--- config.mk ---
export PLATFORM = sky130hd
export DESIGN_NAME = dma_xfer_ctrl
export DESIGN_NICKNAME = d
export VERILOG_FILES = /design/src/rtl/dma_pkg.sv /design/src/rtl/dma_burst_buf.sv /design/src/rtl/dma_xfer_ctrl.sv
export SDC_FILE = /design/constraint.sdc
export NUM_CORES = 1
export LEC_CHECK = 0
export BUFFER_PORTS_ARGS = -buffer_cell sky130_fd_sc_hd__clkbuf_2
export CORE_UTILIZATION = 60
export DETAILED_ROUTE_END_ITERATION = 8
export PLACE_DENSITY = 0.79
export SYNTH_ARGS = -nofsm -noshare
export SYNTH_HDL_FRONTEND = slang
export SYNTH_HIERARCHICAL = 1
export SYNTH_SLANG_ARGS = --single-unit
--- constraint.sdc ---
create_clock -name clk -period 4.8 [get_ports clk]
set_clock_uncertainty 0.15 [all_clocks]
set_input_delay 0.24 -clock clk [delete_from_list [all_inputs] [get_ports clk]]
set_output_delay 0.24 -clock clk [all_outputs]
set_load 0.02 [all_outputs]
--- src/rtl/dma_pkg.sv ---
// dma_pkg: shared definitions for the DMA transfer engine.
//   dma_state_e    - transfer FSM states
//   AXI_* consts   - AXI response / size / burst encodings; the size, burst,
//                    ID and write-strobe tie-offs are applied at the wrapper.
//   burst_beats()  - beats in the next burst, min(remaining, max_burst)
package dma_pkg;

  typedef enum logic [2:0] {
    IDLE  = 3'd0,
    RADDR = 3'd1,
    RDATA = 3'd2,
    WADDR = 3'd3,
    WDATA = 3'd4,
    WRESP = 3'd5,
    DONE  = 3'd6
  } dma_state_e;

  localparam logic [1:0] AXI_RESP_OKAY  = 2'b00;
  localparam logic [2:0] AXI_SIZE_WORD  = 3'b010;
  localparam logic [1:0] AXI_BURST_INCR = 2'b01;

  // max_burst is at most 16, so the result always fits in 5 bits.
  function automatic logic [4:0] burst_beats(input logic [31:0] rem,
                                             input int max_burst);
    return (rem >= 32'(max_burst)) ? 5'(max_burst) : rem[4:0];
  endfunction

endpackage

--- src/rtl/dma_burst_buf.sv ---
// dma_burst_buf: synchronous FIFO holding one read burst until it is written.
//   clk, rst  - clock, asynchronous active-high reset (empties the buffer)
//   push, din - write one word
//   pop, dout - dout is the head word; pop removes it
//   empty     - no words stored
//   full      - DEPTH words stored
// Storage words are not reset; only pointers and the count are.
module dma_burst_buf #(
  parameter int DEPTH  = 16,
  parameter int DATA_W = 32
) (
  input  logic              clk,
  input  logic              rst,
  input  logic              push,
  input  logic [DATA_W-1:0] din,
  input  logic              pop,
  output logic [DATA_W-1:0] dout,
  output logic              empty,
  output logic              full
);

  localparam int PW = (DEPTH > 1) ? $clog2(DEPTH) : 1;
  localparam int CW = $clog2(DEPTH + 1);

  logic [DATA_W-1:0] mem [DEPTH];
  logic [PW-1:0]     wr_ptr;
  logic [PW-1:0]     rd_ptr;
  logic [CW-1:0]     count;
  logic              push_ok;
  logic              pop_ok;

  assign empty   = (count == '0);
  assign full    = (count == CW'(DEPTH));
  assign push_ok = push && !full;
  assign pop_ok  = pop && !empty;
  assign dout    = mem[rd_ptr];

  always_ff @(posedge clk) begin
    if (push_ok) mem[wr_ptr] <= din;
  end

  always_ff @(posedge clk or posedge rst) begin
    if (rst) begin
      wr_ptr <= '0;
      rd_ptr <= '0;
      count  <= '0;
    end else begin
      if (push_ok) wr_ptr <= (wr_ptr == PW'(DEPTH - 1)) ? '0 : wr_ptr + 1'b1;
      if (pop_ok)  rd_ptr <= (rd_ptr == PW'(DEPTH - 1)) ? '0 : rd_ptr + 1'b1;
      case ({push_ok, pop_ok})
        2'b10:   count <= count + 1'b1;
        2'b01:   count <= count - 1'b1;
        default: count <= count;
      endcase
    end
  end

  // The engine reads at most one burst before draining it.
  a_no_overflow: assert property (@(posedge clk) disable iff (rst) !(push && full));

endmodule

--- src/rtl/dma_xfer_ctrl.sv ---
// dma_xfer_ctrl: DMA copy engine. On dma_en it copies dma_len words from
// dma_src to dma_dst as repeated AXI4 INCR read bursts into a one-burst
// buffer, each followed by a write burst out of that buffer.
//   clk, rst            - clock, asynchronous active-high reset
//   dma_en/src/dst/len  - start request and transfer descriptor (sampled in IDLE)
//   dma_done            - level, high in DONE until dma_en drops
//   dma_err             - sticky error for the current transfer
//   M_AR*/M_R*          - AXI read address / data channels
//   M_AW*/M_W*/M_B*     - AXI write address / data / response channels
//   dbg_state           - current FSM state (dma_state_e encoding)
// Optional feature macro: DMA_ABORT_EN (dma_en=0 while busy aborts after the
// current burst; an abort seen in RADDR before its handshake ends at once).
//
// Handshake semantics: a beat transfers on a rising edge where valid && ready.
// Valid is asserted from a registered state and held with a stable payload
// until that edge; ready never depends on the partner's valid.
module dma_xfer_ctrl
  import dma_pkg::*;
#(
  parameter int MAX_BURST = 16,
  parameter int ADDR_W    = 32,
  parameter int DATA_W    = 32
) (
  input  logic              clk,
  input  logic              rst,
  input  logic              dma_en,
  input  logic [31:0]       dma_src,
  input  logic [31:0]       dma_dst,
  input  logic [31:0]       dma_len,
  output logic              dma_done,
  output logic              dma_err,
  output logic [ADDR_W-1:0] M_ARAddr,
  output logic [3:0]        M_ARLen,
  output logic              M_ARValid,
  input  logic              M_ARReady,
  input  logic [DATA_W-1:0] M_RData,
  input  logic [1:0]        M_RResp,
  input  logic              M_RLast,
  input  logic              M_RValid,
  output logic              M_RReady,
  output logic [ADDR_W-1:0] M_AWAddr,
  output logic [3:0]        M_AWLen,
  output logic              M_AWValid,
  input  logic              M_AWReady,
  output logic [DATA_W-1:0] M_WData,
  output logic              M_WLast,
  output logic              M_WValid,
  input  logic              M_WReady,
  input  logic [1:0]        M_BResp,
  input  logic              M_BValid,
  output logic              M_BReady,
  output logic [2:0]        dbg_state
);

  localparam int BYTES = DATA_W / 8;

  dma_state_e        state, next_state;
  logic [ADDR_W-1:0] src_ptr, dst_ptr;
  logic [31:0]       rem;
  logic [4:0]        beat_cnt;
  logic              err;

  logic [4:0]        n;
  logic [ADDR_W-1:0] step;
  logic              last_beat;
  logic              ar_hs, r_hs, aw_hs, w_hs, b_hs;
  logic              buf_empty, buf_full;
  logic              abort;

  // rem only changes on the B handshake, so n is stable for a whole burst.
  assign n         = burst_beats(rem, MAX_BURST);
  assign step      = ADDR_W'(n) * ADDR_W'(BYTES);
  assign last_beat = (beat_cnt == n - 5'd1);

  assign ar_hs = M_ARValid && M_ARReady;
  assign r_hs  = M_RValid  && M_RReady;
  assign aw_hs = M_AWValid && M_AWReady;
  assign w_hs  = M_WValid  && M_WReady;
  assign b_hs  = M_BValid  && M_BReady;

`ifdef DMA_ABORT_EN
  logic abort_pend;
  assign abort = abort_pend || !dma_en;
`else
  assign abort = 1'b0;
`endif

  dma_burst_buf #(.DEPTH(MAX_BURST), .DATA_W(DATA_W)) u_buf (
    .clk   (clk),
    .rst   (rst),
    .push  (r_hs),
    .din   (M_RData),
    .pop   (w_hs),
    .dout  (M_WData),
    .empty (buf_empty),
    .full  (buf_full)
  );

  always_comb begin
    next_state = state;
    case (state)
      IDLE:  if (dma_en) next_state = (dma_len == 32'd0) ? DONE : RADDR;
      // An accepted AR must be followed through; abort only wins before it.
      RADDR: if (ar_hs) next_state = RDATA;
             else if (abort) next_state = DONE;
      RDATA: if (r_hs && last_beat) next_state = WADDR;
      WADDR: if (aw_hs) next_state = WDATA;
      WDATA: if (w_hs && last_beat) next_state = WRESP;
      WRESP: if (b_hs) begin
               if (rem == 32'(n) || err || M_BResp != AXI_RESP_OKAY || abort)
                 next_state = DONE;
               else
                 next_state = RADDR;
             end
      DONE:  if (!dma_en) next_state = IDLE;
      default: next_state = IDLE;
    endcase
  end

  always_ff @(posedge clk or posedge rst) begin
    if (rst) begin
      state    <= IDLE;
      src_ptr  <= '0;
      dst_ptr  <= '0;
      rem      <= '0;
      beat_cnt <= '0;
      err      <= 1'b0;
    end else begin
      state <= next_state;
      case (state)
        IDLE: if (dma_en) begin
          src_ptr  <= ADDR_W'(dma_src);
          dst_ptr  <= ADDR_W'(dma_dst);
          rem      <= dma_len;
          beat_cnt <= '0;
          err      <= 1'b0;
        end
        RDATA: if (r_hs) begin
          beat_cnt <= last_beat ? 5'd0 : beat_cnt + 5'd1;
          // Early RLast is flagged but the engine still waits for n beats.
          if (M_RResp != AXI_RESP_OKAY || (M_RLast && !last_beat)) err <= 1'b1;
        end
        WDATA: if (w_hs) beat_cnt <= last_beat ? 5'd0 : beat_cnt + 5'd1;
        WRESP: if (b_hs) begin
          if (M_BResp != AXI_RESP_OKAY) err <= 1'b1;
          src_ptr <= src_ptr + step;
          dst_ptr <= dst_ptr + step;
          rem     <= rem - 32'(n);
        end
        default: ;
      endcase
    end
  end

`ifdef DMA_ABORT_EN
  always_ff @(posedge clk or posedge rst) begin
    if (rst)
      abort_pend <= 1'b0;
    else if (state == IDLE)
      abort_pend <= 1'b0;
    else if (state != DONE && !dma_en)
      abort_pend <= 1'b1;
  end
`endif

  assign M_ARValid = (state == RADDR);
  assign M_ARAddr  = src_ptr;
  assign M_ARLen   = (state == RADDR) ? 4'(n - 5'd1) : 4'd0;
  assign M_RReady  = (state == RDATA) && !buf_full;
  assign M_AWValid = (state == WADDR);
  assign M_AWAddr  = dst_ptr;
  assign M_AWLen   = (state == WADDR) ? 4'(n - 5'd1) : 4'd0;
  assign M_WValid  = (state == WDATA) && !buf_empty;
  assign M_WLast   = (state == WDATA) && !buf_empty && last_beat;
  assign M_BReady  = (state == WRESP);
  assign dma_done  = (state == DONE);
  assign dma_err   = err;
  assign dbg_state = state;

endmodule

==> results of run 1 <==
==> layout by cell type (no fill, tap or decap), types with 11 or more instances in the layout <==
cell type / n
a21o_1: 13
a21oi_1: 64
a221oi_1: 35
a22oi_1: 33
a311oi_1: 11
a31oi_1: 21
a32oi_1: 35
and3_1: 17
buf_4: 45
clkbuf_1: 15
clkbuf_16: 62
clkbuf_2: 255
clkinv_1: 11
dfrtp_1: 114
dlygate4sd3_1: 131
edfxtp_1: 512
ha_1: 22
inv_1: 22
mux2i_1: 160
mux4_2: 64
nand2_1: 252
nand3_1: 37
nor2_1: 83
nor2_4: 12
nor3_1: 26
nor4_1: 20
o211ai_1: 35
o21ai_0: 76
o21ai_1: 11
xnor2_1: 14
==> stage by stage <==
stage / utilization, % / cells / setup WS (ps) / cell area, um2
floorplan: - / 1949 / 61.24 / 27660
global placement: 65.35 / 2735 / 555.7 / 29650
detailed placement: 65.35 / 2735 / 382.8 / 29650
CTS: 72.74 / 2980 / 258.5 / 33010
global route: 72.76 / 2981 / 66.66 / 33020
finish: 72.76 / 2981 / 277.6 / 33020
==> per-layer routing <==
metal | vias to the layer above | track usage (%) | share of wire (%)
li1 | 8377 | - | -
met1 | 9589 | 42.45 | 38
met2 | 1170 | 51.44 | 49
met3 | 254 | 6.133 | 9.0
met4 | 2 | 13.99 | 4.4
met5 | - | 0 | 0.018
==> tightest hold or removal path: stages <==
cell      delay (ps)
clkbuf_2          90
nand2_1          120
inv_1             90
o21ai_4          110
o31ai_1           90
==> kinds of logic (layout without fill, tap and decap cells) <==
| group | after synthesis | in the layout | share of synthesized area (%) |
|---|---|---|---|
| simple gates | 519 | 519 | 8.598 |
| xor+xnor | 17 | 17 | 0.5883 |
| flops | 630 | 630 | 66.29 |
| compound gates | 389 | 389 | 9.694 |
| other cells | 1 | 2 | 0.01356 |
| fa+ha+maj | 25 | 25 | 1.213 |
| mux | 225 | 225 | 11.05 |
| buf+inv | 143 | 574 | 2.557 |
==> registers in the layout, summed over array words and instances, names as in the netlist <==
signal / cells
beat_cnt: 5
dma_err: 1
u_buf/rd_ptr: 4
rem: 32
u_buf/wr_ptr: 4
u_buf/count: 5
dbg_state: 3
u_buf/mem: 512
M_AWAddr: 32
M_ARAddr: 32
==> area by class of cell <==
type,count,share of cell area [%]
Multi-Input combinational cell,1176,26.61
Inverter,25,0.2918
Tap cell,600,2.274
Clock inverter,37,1.322
Sequential cell,630,55.53
Timing Repair Buffer,435,9.102
Antenna cell,1,0.007578
Clock buffer,77,4.869
==> power breakdown <==
part	internal, W	switching (W)
registers	0.00649	0.000861
clock network	0.00281	0.00207
logic	0.00236	0.00379
total	0.0117	0.00673
==> what timing repair did <==
action,in CTS,in global routing
resized for setup,0,2
hold endpoints to repair,688,0
hold buffers,131,0
setup endpoints to repair,0,3
==> path summary, 6_finish.rpt <==
path / end / slack [ps] / cells after the start
max in group asynchronous: M_ARAddr[6] / 3200 / 4
worst min register to register: M_ARAddr[0] / 330 / 2
worst min-delay path: u_buf/rd_ptr[3] / 30 / 5
min in group asynchronous: u_buf/wr_ptr[0] / 130 / 3
worst max register to register: M_AWAddr[28] / 320 / 16
worst max-delay path: M_WLast / 280 / 10
==> results.md, run 1 <==
- Status: completed
- Final hold viol count: 0
- Tot Pwr: 0.01839 W
- MaxCap Viol Count: 0
- Buf+Inv Stages, Crit Path: 1
- Biggest area consumer among synthesized cells: edfxtp_1
- # rows: 78
- Relative slew slack: 25.87%
- Placer Congestion: 0.9453
- Post-route setup TNS: 0 ps
- CP Capture Type: output port
- Post-Synthesis Cells: 1949
- Power Dens Cells: 556.9 nW/um2
- Fraction of registers with async set or reset after synthesis: 18.73%
- Layout fillers: 2715
- Hold WC Path Type: primary input to register
- Largest net degree at the start of global routing: 68
- Hold slack: 27.98 ps
- Global-route wire length before repair: 113300 um
- Most numerous cell in the Yosys netlist: edfxtp_1
- CP Cell Sequence: or3_1, nor4_2, and3_2, nand2_1, ha_1, xnor2_1, a311oi_1, o2111ai_4, and2b_2, clkbuf_2
- Initial antenna violation count: 2
- Hold Path Origin: M_WReady
- Post-synth EDFFs: 512
- CP startpoint kind: register
- Residual DRC count: 0
- H-tree levels: 2
- DIE HEIGHT: 216.7 um
- Worst-margin pin slew: 1112 ps
- Slowest-stage cell, CP: or3_1
- Wire per inst: 24.86 um
- Max Clock Freq: 0.2211 GHz
- Input/output buffers: 255
- Total wire length: 74110 um
- Post-CTS setup buffers: 0
- CP arrival: 4130 ps
- Post-synth top area share: 55.61%
- CTS tree: yes
- Grt ovf: 0
- Initial core utilization: 60.92%
- Area of the multi-input gates: 8786 um2
- Layout area overhead: 19.43%
- Max VDD drop: 0.0004735 V
- Netlist cell types: 76
- Top post-synthesis cells by count: edfxtp_1, nand2_1, mux2i_1, dfrtp_1, nor2_1
- Final Critical Period: 4522 ps
- CP startpoint: rem[8]
- Vias per cell: 6.505
- Sequential-to-total area share from yosys stat: 66.29%
- Die Wd: 216.7 um
- Drt pass-1 iters: 6
- Core area: 45380 um2
- Detailed Route Iter0 Violations: 2110
- Root Buffer: clkbuf_16
- Remaining antenna violation count: 0
- DIE AREA: 46940 um2
- GRT Overall Usage: 31.86%
- Nets@finish: 2495
- CTS Sinks: 630
- RSZ-0062 raised after global routing: no
- Start of the worst register-to-register path: rem[8]
- Reg clk slew, reported paths: 60 ps
- Synth Area per Inst: 14.19 um2
- Vias in the first global route: 19560
- Lkg Pwr: 12.07 nW
- Max-slew violations: 0
- Flops & latches, synth: 630
- Period utilization: 94.22%
- Max incr delay on CP: 480 ps
- Routed via count: 19390
- Reg area: 18340 um2
- Crit Path Class: register to output port
- Share of post-route cells with drive strength above 1: 21.34%
- Post-synth net total: 2115
- Critical Path Fanout Max: 10
- Worst skew pair latency: 630 ps
- Mapped Area: 27650 um2
- Cell family with most CP delay: simple AND/OR/NAND/NOR gates
- # setup viols final: 0
- Synth area leaders: edfxtp_1, dfrtp_1, mux2i_1
- Top_reg_cell synth: edfxtp_1
- Critical Path RT: 4410 ps
- Yosys warning total: 6
- Dpl hpwl: 41280 um
- Total CTS buffers: 61
- Longest Clk Path Bufs: 3
- Ports: 256
(Power assumes the default switching activity.)
==> inputs of run 2 (changes only) <==
- CORE_MARGIN: unset -> 2
==> results.md, run 2 (synthesis gave the netlist of run 1 again) <==
- Total wire length: 72770 um (was 74110 um)
- Post-CTS setup buffers: 0 (unchanged)
- Detailed Route Iter0 Violations: 2422 (was 2110)
- Global-route wire length before repair: 110800 um (was 113300 um)
- Drt pass-1 iters: 8 (was 6)
- Reg clk slew, reported paths: 70 ps (was 60 ps)
- Area of the multi-input gates: 8778 um2 (was 8786 um2)
- Relative slew slack: 12.93% (was 25.87%)
- Cell Count, Final, Fillers Out: 2981 (unchanged)
- Nets@finish: 2495 (unchanged)
- Critical Path End: M_AWAddr[25] (was M_WLast)
- GRT Overall Usage: 30.62% (was 31.86%)
- Remaining antenna violation count: 0 (unchanged)
- Setup WS post-layout: 199.6 ps (was 277.6 ps)
- Grt ovf: 0 (unchanged)
- RSZ-0062 raised after global routing: no (unchanged)
- Reg2Reg Setup Slack: 200 ps (was 320 ps)
- Largest register FFs: 512 (unchanged)
- DIE HEIGHT: 218.7 um (was 216.7 um)
- Worst-margin pin slew: 1303 ps (was 1112 ps)
- Critical Path Fanout Max: 11 (was 10)
- Routed via count: 19340 (was 19390)
- CP arrival: 4990 ps (was 4130 ps)
- Buf+Inv Stages, Crit Path: 1 (unchanged)
- Status: completed (unchanged)
- Cell total after placement: 2733 (was 2735)
- Crit Path Class: register to register (was register to output port)
- Max-slew violations: 0 (unchanged)
- Initial antenna violation count: 2 (unchanged)
- Share of post-route cells with drive strength above 1: 21.14% (was 21.34%)
- Slowest-stage cell, CP: nor4_1 (was or3_1)
- Worst r2r dst: M_AWAddr[25] (was M_AWAddr[28])
- Power Dens Cells: 553.3 nW/um2 (was 556.9 nW/um2)
- CP startpoint: rem[27] (was rem[8])
- Period utilization: 95.84% (was 94.22%)
- # rows: 78 (unchanged)
- Critical Path RT: 5190 ps (was 4410 ps)
- Hold WC Path Type: primary input to register (unchanged)
- Hold slack: 65.76 ps (was 27.98 ps)
- Commonest non-fill, non-tap cell in the layout: edfxtp_1 (unchanged)
- Largest Register: u_buf/mem (unchanged)
- CP startpoint kind: register (unchanged)
- Total CTS buffers: 61 (unchanged)
- Vias per cell: 6.486 (was 6.505)
- Reg area: 18340 um2 (unchanged)
- Final hold viol count: 0 (unchanged)
- H-tree levels: 2 (unchanged)
- Lkg Pwr: 12.07 nW (about the same)
- Max incr delay on CP: 680 ps (was 480 ps)
- CP Depth: 13 (was 10)
- Input/output buffers: 255 (unchanged)
- Largest net degree at the start of global routing: 76 (was 68)
- # setup viols final: 0 (unchanged)
- Post-route setup TNS: 0 ps (unchanged)
- Max Clock Freq: 0.2174 GHz (was 0.2211 GHz)
- DIE AREA: 47810 um2 (was 46940 um2)
- Max VDD drop: 0.0004920 V (was 0.0004735 V)
- Cell family with most CP delay: simple AND/OR/NAND/NOR gates (unchanged)
- Final Critical Period: 4600 ps (was 4522 ps)
- CTS tree: yes (unchanged)
- MaxCap Viol Count: 0 (unchanged)
- Initial core utilization: 60.79% (was 60.92%)
- Dpl hpwl: 41180 um (was 41280 um)
- CTS Sinks: 630 (unchanged)
- Start of the worst register-to-register path: rem[27] (was rem[8])
- CP Cell Sequence: or4_4, nor3_1, nand2_1, nor4_1, ha_1, a21oi_1, o21bai_1, a21oi_1, nor4_1, buf_4, and3_1, o21a_1, o221a_2 (was or3_1, nor4_2, and3_2, nand2_1, ha_1, xnor2_1, a311oi_1, o2111ai_4, and2b_2, clkbuf_2)
- R2R depth: 13 (was 16)
- Setup WS pre-CTS: 364.7 ps (was 382.8 ps)
- Layout fillers: 2796 (was 2715)
- Most frequent cells in the layout: edfxtp_1, clkbuf_2, nand2_1 (unchanged)
- Core area: 45480 um2 (was 45380 um2)
- Layout area overhead: 19.32% (was 19.43%)
- Ports: 256 (unchanged)
- Placer Congestion: 0.9432 (was 0.9453)
- Vias in the first global route: 19350 (was 19560)
- Residual DRC count: 0 (unchanged)
- Die Wd: 218.7 um (was 216.7 um)
- CP Capture Type: register (was output port)
- Longest Clk Path Bufs: 3 (unchanged)
- Root Buffer: clkbuf_16 (unchanged)
- Worst skew pair latency: 650 ps (was 630 ps)
- Wire per inst: 24.41 um (was 24.86 um)
==> run 2: changes by cell type in the layout (fill, tap and decap cells not counted), sizes merged, moves of 2 or more <==
cell	before	now
clkinvlp	7	1
clkbuf	332	336
buf	49	47
bufinv	8	6
clkinv	21	23
dlygate4sd3	131	133
==> run 2: metrics by stage <==
| stage | instance area [um2] | power, W | util (%) |
|---|---|---|---|
| final | 32990 | 0.01825 | 72.54 |
| after global routing | 32990 | 0.01905 | 72.54 |
| after CTS | 32980 | 0.01820 | 72.53 |
| after detailed placement | 29680 | 0.01335 | 65.25 |
| after global placement | 29680 | 0.01314 | 65.25 |
| after floorplan | 27660 | 0.01151 | - |
==> run 2: tightest hold or removal path: cells and delay by family <==
family | cells | cell delay, ps
AOI/OAI and AO/OA | 1 | 80
and+or+nand+nor | 3 | 380
buffers and inverters | 1 | 80
==> run 2: worst min-delay path by stage <==
stage / start / end / cells after the start
after floorplan: rst / u_buf/count[0] / 1
after global placement: rst / u_buf/count[4] / 2
after detailed placement: rst / u_buf/count[4] / 2
after CTS: M_RValid / beat_cnt[1] / 5
after global routing: M_BResp[0] / dbg_state[0] / 6
final: M_RValid / beat_cnt[1] / 5
==> run 2: area by class of cell <==
class | instances | area share (%)
flip-flops and latches | 630 | 55.58
repair buffers | 435 | 9.239
multi-input cells | 1176 | 26.61
clock buffers | 81 | 4.919
inverters | 25 | 0.2920
well taps | 600 | 2.276
diodes | 2 | 0.01517
clock inverters | 32 | 1.073
==> run 2: where the power goes <==
part           internal [W]  leakage [nW]  switching [W]
Clock               0.00271         0.965        0.00205
Combinational       0.00236          5.12        0.00374
Sequential          0.00649          5.99       0.000903
Total                0.0116          12.1        0.00669
==> run 2: per-layer routing <==
layer	global-route usage, %	part of all wire (%)	vias to the layer above
met5	0	0	-
met4	14.35	4.7	0
met3	6.040	9.4	260
met2	50.05	49	1183
li1	-	-	8367
met1	39.81	37	9525
==> run 2: repair_timing <==
action / CTS / global route
hold endpoints to repair: 682 / 0
hold buffers: 133 / 0
endpoints found under the setup margin: 0 / 1
gates resized for setup: 0 / 1
